File: config.mk
export PLATFORM = sky130hd
export DESIGN_NAME = led_matrix_serializer
export DESIGN_NICKNAME = d
export VERILOG_FILES = /design/src/rtl/led_matrix_serializer.sv
export SDC_FILE = /design/constraint.sdc
export NUM_CORES = 1
export LEC_CHECK = 0
export ABC_AREA = 1
export BUFFER_PORTS_ARGS = -buffer_cell sky130_fd_sc_hd__buf_4
export CORE_MARGIN = 5
export CORE_UTILIZATION = 50
export CTS_CLUSTER_DIAMETER = 50
export CTS_CLUSTER_SIZE = 8
export DETAILED_ROUTE_END_ITERATION = 10
export GPL_ROUTABILITY_DRIVEN = 1
export GPL_TIMING_DRIVEN = 0
export PLACE_DENSITY_LB_ADDON = 0.3
export SYNTH_ARGS = -nofsm -noshare
export SYNTH_HDL_FRONTEND = slang
export SYNTH_SLANG_ARGS = --single-unit
export TNS_END_PERCENT = 5
File: constraint.sdc
create_clock -name CLK -period 2 [get_ports CLK]
set_input_delay 0.4 -clock CLK [delete_from_list [all_inputs] [get_ports CLK]]
set_output_delay 0.4 -clock CLK [all_outputs]
set_load 0.02 [all_outputs]
File: src/rtl/led_matrix_serializer.sv
// -----------------------------------------------------------------------------
// led_matrix_serializer
//
// Sends a one- or two-byte frame to an LED driver over a two-wire
// serial line (o_din / o_sclk). Each frame is:
//   START, then 8 x (BIT_LO, BIT_HI) per byte, LSB first,
//   then STOP_A, STOP_B, STOP_C.
// Every phase lasts CLK_DIV clock cycles. The driver latches o_din on the
// rising edge of o_sclk.
//
// Ports
//   CLK          system clock, rising edge
//   RST          asynchronous, active-high reset
//   i_valid      request strobe; accepted only while o_busy is low
//   i_pos[7:0]   address byte; 8'hFF selects a command-only frame
//   i_value[7:0] data byte (or command byte when i_pos == 8'hFF)
//   o_din        serial data line (registered)
//   o_sclk       serial clock line (registered)
//   o_busy       high while a frame is in progress (registered)
//   o_dbg_state  current FSM state, for observation only
//
// Handshake: a request is taken on a rising CLK edge where i_valid=1 and
// o_busy=0; i_pos/i_value are captured on that same edge. While o_busy=1,
// i_valid is ignored entirely (nothing is queued).
// -----------------------------------------------------------------------------
module led_matrix_serializer #(
    parameter int CLK_DIV = 4
) (
    input  logic       CLK,
    input  logic       RST,
    input  logic       i_valid,
    input  logic [7:0] i_pos,
    input  logic [7:0] i_value,
    output logic       o_din,
    output logic       o_sclk,
    output logic       o_busy,
    output logic [2:0] o_dbg_state
);

    typedef enum logic [2:0] {
        S_IDLE   = 3'd0,
        S_START  = 3'd1,
        S_BIT_LO = 3'd2,
        S_BIT_HI = 3'd3,
        S_STOP_A = 3'd4,
        S_STOP_B = 3'd5,
        S_STOP_C = 3'd6
    } state_t;

    localparam logic [7:0] TICK_LAST = 8'(CLK_DIV - 1);

    state_t     state_q, state_d;
    logic [7:0] tick_q, tick_d;
    logic [2:0] bit_q, bit_d;
    logic       byte_q, byte_d;
    logic       two_q, two_d;
    logic [7:0] byte0_q, byte0_d;
    logic [7:0] byte1_q, byte1_d;
    logic       din_q, din_d;
    logic       sclk_q, sclk_d;
    logic       busy_q, busy_d;

    logic       tick_expire;
    logic [7:0] cur_byte;
    logic       cur_bit;

    assign tick_expire = (tick_q == TICK_LAST);

    // Next-state and counters
    always_comb begin
        state_d = state_q;
        tick_d  = tick_q;
        bit_d   = bit_q;
        byte_d  = byte_q;
        two_d   = two_q;
        byte0_d = byte0_q;
        byte1_d = byte1_q;

        if (state_q != S_IDLE) begin
            tick_d = tick_expire ? 8'd0 : tick_q + 8'd1;
        end

        case (state_q)
            S_IDLE: begin
                // busy_q is low exactly when in IDLE, so this is the
                // "i_valid && !o_busy" acceptance condition.
                if (i_valid) begin
                    state_d = S_START;
                    tick_d  = 8'd0;
                    bit_d   = 3'd0;
                    byte_d  = 1'b0;
                    two_d   = (i_pos != 8'hFF);
                    // Byte 0 is the address, or the command when address is FF.
                    byte0_d = (i_pos != 8'hFF) ? i_pos : i_value;
                    byte1_d = i_value;
                end
            end
            S_START: begin
                if (tick_expire) state_d = S_BIT_LO;
            end
            S_BIT_LO: begin
                if (tick_expire) state_d = S_BIT_HI;
            end
            S_BIT_HI: begin
                if (tick_expire) begin
                    if (bit_q == 3'd7) begin
                        bit_d = 3'd0;
                        if (two_q && !byte_q) begin
                            // Second byte follows immediately, no extra phases.
                            byte_d  = 1'b1;
                            state_d = S_BIT_LO;
                        end else begin
                            state_d = S_STOP_A;
                        end
                    end else begin
                        bit_d   = bit_q + 3'd1;
                        state_d = S_BIT_LO;
                    end
                end
            end
            S_STOP_A: begin
                if (tick_expire) state_d = S_STOP_B;
            end
            S_STOP_B: begin
                if (tick_expire) state_d = S_STOP_C;
            end
            S_STOP_C: begin
                if (tick_expire) state_d = S_IDLE;
            end
            default: begin
                state_d = S_IDLE;
            end
        endcase
    end

    // Line levels are decoded from the *next* state so they can be
    // registered and change only on phase boundaries.
    assign cur_byte = byte_d ? byte1_d : byte0_d;
    assign cur_bit  = cur_byte[bit_d];

    always_comb begin
        din_d  = 1'b1;
        sclk_d = 1'b1;
        busy_d = (state_d != S_IDLE);
        case (state_d)
            S_IDLE:   begin din_d = 1'b1;    sclk_d = 1'b1; end
            S_START:  begin din_d = 1'b0;    sclk_d = 1'b1; end
            S_BIT_LO: begin din_d = cur_bit; sclk_d = 1'b0; end
            S_BIT_HI: begin din_d = cur_bit; sclk_d = 1'b1; end
            S_STOP_A: begin din_d = 1'b0;    sclk_d = 1'b0; end
            S_STOP_B: begin din_d = 1'b0;    sclk_d = 1'b1; end
            S_STOP_C: begin din_d = 1'b1;    sclk_d = 1'b1; end
            default:  begin din_d = 1'b1;    sclk_d = 1'b1; end
        endcase
    end

    always_ff @(posedge CLK or posedge RST) begin
        if (RST) begin
            state_q <= S_IDLE;
            tick_q  <= 8'd0;
            bit_q   <= 3'd0;
            byte_q  <= 1'b0;
            two_q   <= 1'b0;
            byte0_q <= 8'd0;
            byte1_q <= 8'd0;
            din_q   <= 1'b1;
            sclk_q  <= 1'b1;
            busy_q  <= 1'b0;
        end else begin
            state_q <= state_d;
            tick_q  <= tick_d;
            bit_q   <= bit_d;
            byte_q  <= byte_d;
            two_q   <= two_d;
            byte0_q <= byte0_d;
            byte1_q <= byte1_d;
            din_q   <= din_d;
            sclk_q  <= sclk_d;
            busy_q  <= busy_d;
        end
    end

    assign o_din       = din_q;
    assign o_sclk      = sclk_q;
    assign o_busy      = busy_q;
    assign o_dbg_state = state_q;

endmodule

== Yosys cells after proc, flatten, opt, wreduce, memory -nomap -nowiden ==
Index checks and enable logic that the tools add are counted.
Word-level totals
  register bits after elaboration: 35
  bits in latches: 0
  RAM bits: 0
  memory bits (read-only): 0
  input bits: 19
  output and inout port bits: 6
  word-level logic and storage cells: 69
  memories kept: 0
Cells by class
  add/subtract/negate cells: 2
  $mul: 0
  divide/modulo/power cells: 0
  magnitude comparators: 1
  equal/unequal tests: 14
  shift operators: 0
  mux-type cells: 33
  bitwise operators: 0
  reductions and logical operators: 9
Operator list (number)
  8-bit 2-to-1 mux: 10
  3-bit 2-to-1 mux: 12
  3-bit case mux with 7 select lines: 1
  3-bit == test, second input constant: 6
  3-bit by 2-bit == test with 1-bit output, second input constant: 4
  8-bit by 1-bit adder with 8-bit output, second input constant: 1
  8-bit by 2-bit == test with 1-bit output, second input constant: 1
  8-bit != test, second input constant: 1
  3-bit by 1-bit == test with 1-bit output, second input constant: 2
  1-bit 2-to-1 mux: 6
  3-bit case mux with 2 select lines: 1
  3-bit nonzero test: 2
  3-bit by 4-bit less-than comparator with 1-bit output, second input constant: 1
  1-bit case mux with 2 select lines: 2
  2-bit OR reduction: 2
  3-bit by 1-bit adder with 3-bit output, second input constant: 1
  1-bit binary-select mux with 3-bit select: 1
  3-bit zero test: 1
  3-bit OR reduction: 1
  2-bit AND reduction: 1
  1-bit logical AND: 1
  1-bit zero test: 1

== Longest topological paths before layout ==
Gate-level depths: netlist of the first run.
  depth after elaboration: 10
  mapped depth: 14
  depth with buffers taken out: 14

== Worst setup path before layout of the first run ==
No wires, ideal clock.
  path type: register -> register
  start point: register bit_q[0]
  end point: register din_q (netlist: o_din)
  setup time: 60 ps
  arrival: 1686 ps
  path slack: 254 ps
  stages on the path, launching flop included: 13
  buffers on the path: 0
  clock period less this slack: 1746 ps
  cells stage by stage: dfrtp_1 ha_1 ha_1 or2_2 nand2_1 nand3_1 nand2_2 nand3_1 nand3_1 nand3_1 nand2_1 nand2_1 nand2_1
Between the ends
  elaborated cells on any way between the ends: 23
  classes of those cells: add/sub: 1; eq/ne: 6; mux: 14; reduce/logical: 2
RTL lines
  from (decl): RTL line 54  | logic [2:0] bit_q, bit_d;
  from (signal assigned): RTL line 172  | bit_q <= bit_d;
  3-bit by 1-bit adder with 3-bit output or 3-bit == test (tied branches): RTL line 116, 106
  3-bit 2-to-1 mux: RTL line 106  | if (bit_q == 3'd7) begin
  3-bit 2-to-1 mux: RTL line 105  | if (tick_expire) begin
  3-bit case mux with 2 select lines *: RTL line 83  | case (state_q)
  via bit_d[0]: RTL line 54
  1-bit binary-select mux with 3-bit select *: RTL line 139  | assign cur_bit = cur_byte[bit_d];
  1-bit 2-to-1 mux (not written as such) *: RTL line 139
  1-bit case mux with 2 select lines *: RTL line 145  | case (state_d)
  via din_d: RTL line 59  | logic din_q, din_d;
  to (signal assigned): RTL line 177  | din_q <= din_d;
  to (decl): RTL line 59
The timed path passes the listed nets; every way through them passes the cells marked *. The select of a mux whose other input is x is not followed.
A chain may end at the register's enable or synchronous reset.

== Final worst setup path of the first run ==
  start point: register state_q[0] (netlist: o_dbg_state[0])
  end point: register din_q (netlist: o_din)
Between the ends
  longest elaborated chain between the ends: 6
  elaborated cells on any way between the ends: 30
  classes of those cells: eq/ne: 11; mux: 16; reduce/logical: 3
Ends and longest elaborated chain
  from (decl): RTL line 52  | state_t state_q, state_d;
  from (signal assigned): RTL line 170  | state_q <= state_d;
  3-bit by 2-bit == test with 1-bit output or 3-bit zero test (tied branches): RTL line 83
  1-bit case mux with 2 select lines or 8-bit 2-to-1 mux (tied branches): RTL line 83
  8-bit 2-to-1 mux: RTL line 138  | assign cur_byte = byte_d ? byte1_d : byte0_d;
  1-bit binary-select mux with 3-bit select: RTL line 139
  1-bit 2-to-1 mux (not written as such): RTL line 139
  1-bit case mux with 2 select lines *: RTL line 145
  via din_d: RTL line 59
Marked as above.

==> results of run 1 <==
==> stage by stage <==
stage	std cells	hold slack [ns]
3_3_place_gp	372	0.459
3_5_place_dp	372	0.463
4_1_cts	380	0.377
2_1_floorplan	299	0.443
6_report	385	0.243
5_1_grt	385	0.306
==> path summary, 6_finish.rpt <==
check                               start              to  slack [ns]  cells after the start
max reg2reg                o_dbg_state[0]           o_din         0.1                     13
min in group CLK               i_value[7]      byte1_q[7]        0.39                      3
min reg2reg                    byte0_q[5]      byte0_q[5]        0.48                      2
max                        o_dbg_state[0]           o_din         0.1                     13
max in group asynchronous             RST  o_dbg_state[1]        1.24                      2
min                                   RST      byte0_q[1]        0.24                      2
==> what timing repair did <==
item | in CTS | in global routing
setup buffers | 0 | 5
setup endpoints to repair | 0 | 2
gates resized for setup | 0 | 7
==> layout make-up <==
type | instances | share of cell area
multi-input combinational | 190 | 0.391
timing repair buffer | 28 | 0.0832
tap | 50 | 0.0248
clock buffer | 8 | 0.0396
buffer | 3 | 0.00792
sequential | 35 | 0.348
inverter | 71 | 0.105
==> report_power, final <==
part / total [µW] / internal, µW / leakage, µW / switching, µW
clock: 562 / 314 / 0.0000515 / 248
sequential: 708 / 708 / 0.000397 / 0
combinational: 57.9 / 25.0 / 0.000960 / 32.9
==> placed cells by master, fill, tap and decap left out, drive strengths merged <==
| cell type | synthesis | layout |
|---|---|---|
| clkbuf | 1 | 9 |
| nor4 | 1 | 1 |
| ha | 4 | 4 |
| dfrtp | 33 | 33 |
| nor3b | 1 | 1 |
| dfstp | 2 | 2 |
| inv | 71 | 71 |
| nand2 | 82 | 82 |
| o21bai | 4 | 4 |
| o21a | 2 | 2 |
| a22oi | 1 | 1 |
| or3 | 1 | 1 |
| a21oi | 6 | 6 |
| nor3 | 2 | 2 |
| buf | 2 | 30 |
| xor2 | 1 | 1 |
| nand3 | 33 | 33 |
| nand4 | 11 | 11 |
| o211ai | 2 | 2 |
| o21ai | 13 | 13 |
| nor2 | 24 | 24 |
| and2 | 1 | 1 |
| or2 | 1 | 1 |
==> per-layer routing <==
metal | up-vias | global-route usage | share of wire
met1 | 885 | 0.242 | 0.47
met3 | 7 | 0.0435 | 0.042
met4 | 0 | 0.0485 | 0.012
li1 | 996 | - | -
met5 | - | 0 | 0
met2 | 32 | 0.279 | 0.48
==> registers in the layout (all words and copies together) (netlist names) <==
name         count
byte1_q          8
o_dbg_state      3
o_busy           1
bit_q            3
o_din            1
byte_q           1
tick_q           8
byte0_q          8
two_q            1
o_sclk           1
==> cell families after synthesis <==
logic type / count (synthesis) / share of synthesized area
AO/OA/AOI/OAI: 28 / 0.0763
flip-flops: 35 / 0.412
XOR/XNOR: 1 / 0.00411
AND/OR/NAND/NOR: 157 / 0.350
buffers and inverters: 74 / 0.134
adder cells (fa/ha/maj): 4 / 0.0235
==> run metrics, run 1 <==
average wire per standard cell=11.9 µm; crit-path most repeated cell=nand2_1; Post-synth EDFFs=0; RSZ-0062 raised after global routing=yes; # DRC=0; Final Wtd Congestion=approximately 0.8; Core Util, Final=0.623; nets=~360; IO Port Bufs=23; crit path DAT=roughly 2.1 ns; P&R area growth vs syn=18.5%; worst-skew pair later-pin latency=0.28 ns; top_reg_cell synth=dfrtp_1; Clock Pin Slew Worst Setup and Hold Paths=0.07 ns; Setup CP Type=reg -> reg; CP delay by family, top=simple AND/OR/NAND/NOR gates; crit-path cells=nor2_4, nand3_4, buf_6, nor2_2, nand2_1, nand2_1, nand3_1, nand3_1, nand3_1, nand3_1, nand2_1, nand2_1, nand2_1; DP Worst Slack=0.0357 ns; first-pass GRT wire length=7.58 mm; CTS Sinks=35; initial DRC count=66; HP Class=in -> async; top-area cell type share of the netlist area=0.387; Clock Tree Buf Depth=2; vias in the first global route=around 1700; power density over the cells=526 nW/µm²; Vias/cell=4.99; async set or reset register ratio after synthesis=1.00; Fin Setup TNS=0 ns; Net Count, Synth=322; Core Area=4060 µm²; final worst path period need=1.90 ns; slowest stage delay, CP=roughly 0.45 ns; clk_skew=~0.006 ns; GR Overflow Total=0; register area share after synthesis=0.412; Synth cell types=33; die height=75.3 µm; final period utilization=0.950; first-pass iteration count of the detailed router=4; footprint of the multi-input gates=around 1000 µm²; total global-route track usage=0.176; flops & latches, synth=35; via count=1920; Post-CTS Hold Fix Bufs=0; max_slew headroom=0.510; setup violators final=0; Max Fanout on Critical Path=10; CTS tree=built; final hold vios=0; top post-synthesis cells by count=nand2_1 (75), inv_1 (67), dfrtp_1 (33); peak supply drop=roughly 0.36 mV; Final Max Slew Viols=0; initial antenna violation count=0; Placed Instance Area=2370 µm²; Initial Util=0.525; Worst Tran Pin Value=0.734 ns; final total power=1330 µW; die area=5670 µm²; Antenna Nets Post-Route=0; critical path endpoint category=flop; die width=75.3 µm; number of diodes=0; root buffer cell=clkbuf_8; outcome=completed; Bufs and invs on worst path=1; share of cells above drive strength 1=0.197; CP Launch Type=flop; synth warn=0; IO Pins=25; Design Area, Final=2530 µm²; Synth Area per Inst=7.13 µm²; HPWL after DPL=3.39 mm; Detailed Route WL=4.57 mm; largest net degree at the start of global routing=36; top cell type by total area after synthesis=dfrtp_1; main area contributors after synthesis=dfrtp_1 (39%), nand2_1 (13%), inv_1 (12%); Slowest-stage cell, CP=dfrtp_1; Num CTS Buffers=5; synthesized instance count=between 200 and 300; Req. time, crit path=about 2.2 ns; count leader, synth=nand2_1; site row count=23; H-tree lvl count=2; leakage=0.00141 µW; mapped cell area=2130 µm²; FF/Latch Area=880 µm²; Peak Freq=around 530 MHz; Max-cap violations=0; final setup margin=0.0992 ns; Fill cells=353
Note: power is estimated with default switching activity, not from simulation.
==> run 2, diff against run 1 <==
ABC_CLOCK_PERIOD_IN_PS = 2000   (was default)
CORE_ASPECT_RATIO = 1.25   (was default)
==> run metrics, run 2 (synthesis results as in run 1) <==
final worst path period need=1.95 ns (+0.0452 ns); outcome=completed; Post-CTS Hold Fix Bufs=0 (unchanged); initial DRC count=124 (+88%); Detailed Route WL=4.67 mm (+2.1%); Fill cells=385 (+9.1%); initial antenna violation count=0 (unchanged); CTS tree=built; setup violators final=0 (unchanged); footprint of the multi-input gates=1040 µm² (+5.2%); site row count=26 (+13%); # DRC=0 (unchanged); peak supply drop=0.347 mV (-4.8%); IO Port Bufs=23 (unchanged); Antenna Nets Post-Route=0 (unchanged); commonest non-fill, non-tap cell in the layout=nand2_1; most frequent cells in the layout=nand2_1 (72), inv_1 (65), nand3_1 (30); Final Max Slew Viols=0 (unchanged); nets=358 (+0.28%); max_slew headroom=0.513 (+0.00289); HP Class=in -> async; Initial Util=0.520 (-0.00529); Core Util, Final=0.627 (+0.00411); Worst Tran Pin Value=0.729 ns (-0.00432 ns); average wire per standard cell=11.9 µm (+0.25%); Setup CP Type=reg -> reg; Design Area, Final=2570 µm² (+1.7%); GR Overflow Total=0 (unchanged); via count=1894 (-1.4%); first-pass GRT wire length=8.07 mm (+6.4%); root buffer cell=clkbuf_8; final hold vios=0 (unchanged); die height=83.0 µm (+10%); Peak Freq=514 MHz (-2.3%); die area=5680 µm² (+0.14%); number of diodes=0 (unchanged); vias in the first global route=1756 (+2.1%); first-pass iteration count of the detailed router=4 (unchanged); power density over the cells=492 nW/µm² (-6.4%); die width=68.4 µm (-9.2%); Largest regs=byte0_q x8, byte1_q x8, tick_q x8; Req. time, crit path=2.23 ns (+0.02 ns); Max-cap violations=0 (unchanged); IO Pins=25 (unchanged); crit path DAT=2.18 ns (+0.07 ns); critical path endpoint category=flop; total global-route track usage=0.184 (+0.00767); Max Fanout on Critical Path=5 (-5); Num CTS Buffers=5 (unchanged); worst-skew pair later-pin latency=0.29 ns (about the same); Placed Instance Area=2370 µm² (+0.32%); Final Wtd Congestion=0.788 (-2.6%); Fin Setup TNS=0 ns (unchanged); FF/Latch Area=883 µm² (+0.43%); final period utilization=0.973 (+0.0226); CP Launch Type=flop; leakage=0.00139 µW (-1.6%); H-tree lvl count=2 (unchanged); CTS Sinks=35 (unchanged); clk_skew=0.00725 ns (+0.00132 ns); Core Area=4100 µm² (+1.0%); largest net degree at the start of global routing=36 (unchanged); Vias/cell=4.83 (-3.1%); Clock Pin Slew Worst Setup and Hold Paths=0.07 ns (about the same); HPWL after DPL=3.48 mm (+2.7%); P&R area growth vs syn=20.5%; Clock Tree Buf Depth=2 (unchanged); share of cells above drive strength 1=0.220 (+0.0232)
[run 2: changes by cell type in the layout (fill, tap and decap cells not counted), moves of 2 or more]
| cell | before | now |
|---|---|---|
| dfrtp_1 | 32 | 29 |
| dfrtp_2 | 1 | 4 |
| ha_4 | 0 | 3 |
| nand2_2 | 6 | 9 |
| clkbuf_1 | 2 | 4 |
| clkbuf_8 | 7 | 5 |
| ha_2 | 3 | 1 |
| nand2_1 | 74 | 72 |
[run 2: layout make-up]
cell class	instances	share of cell area
Inverter	71	0.104
Buffer	3	0.00779
Sequential cell	35	0.344
Tap cell	56	0.0273
Timing Repair Buffer	28	0.0818
Multi-Input combinational cell	191	0.404
Clock buffer	8	0.0312
[run 2: path summary, 6_finish.rpt]
| check | start | end | slack, ns | depth (start not counted) |
|---|---|---|---|---|
| max | bit_q[0] | o_din | 0.05 | 12 |
| min | RST | tick_q[7] | 0.23 | 2 |
| max in group asynchronous | RST | o_dbg_state[0] | 1.25 | 2 |
| min reg2reg | byte0_q[5] | byte0_q[5] | 0.47 | 2 |
| max reg2reg | bit_q[0] | o_din | 0.05 | 12 |
| min in group CLK | i_value[2] | byte1_q[2] | 0.36 | 3 |
[run 2: stage by stage]
stage | total power, µW | instances | setup WS, ns | hold WS, ns
finish | 1260 | 392 | 0.0540 | 0.235
detailed placement | 779 | 378 | 0.0231 | 0.462
global route | 1310 | 392 | -0.0509 | 0.314
CTS | 1280 | 386 | 0.00300 | 0.358
floorplan | 743 | 299 | 0.254 | 0.443
global placement | 779 | 378 | 0.0518 | 0.461
[run 2: power breakdown]
group | internal [µW] | leakage (µW) | switching, µW
Clock | 247 | 0.0000395 | 251
Sequential | 708 | 0.000395 | 0
Combinational | 25.0 | 0.000951 | 32.4
Total | 980 | 0.00139 | 284
[run 2: critical path, cell delays in order, from the launching register on]
cell and delay [ns]:
dfrtp_2 0.45, ha_4 0.19, ha_4 0.17, or2_2 0.30, nand2_1 0.09, nand3_1 0.10
nand2_2 0.13, nand3_1 0.09, nand3_1 0.09, nand3_1 0.08, nand2_1 0.09, nand2_1 0.07
nand2_1 0.06
[run 2: per-layer routing]
layer,up-vias,GRT usage,share of wire
met3,7,0.0419,0.048
li1,1003,-,-
met1,842,0.248,0.44
met4,0,0.0705,0.018
met2,42,0.281,0.49
met5,-,0,0
[run 2: what timing repair did]
action	4_1_cts	5_1_grt
hold endpoints to repair	0	0
endpoints found under the setup margin	0	2
gates resized for setup	0	19
buffers inserted	0	5
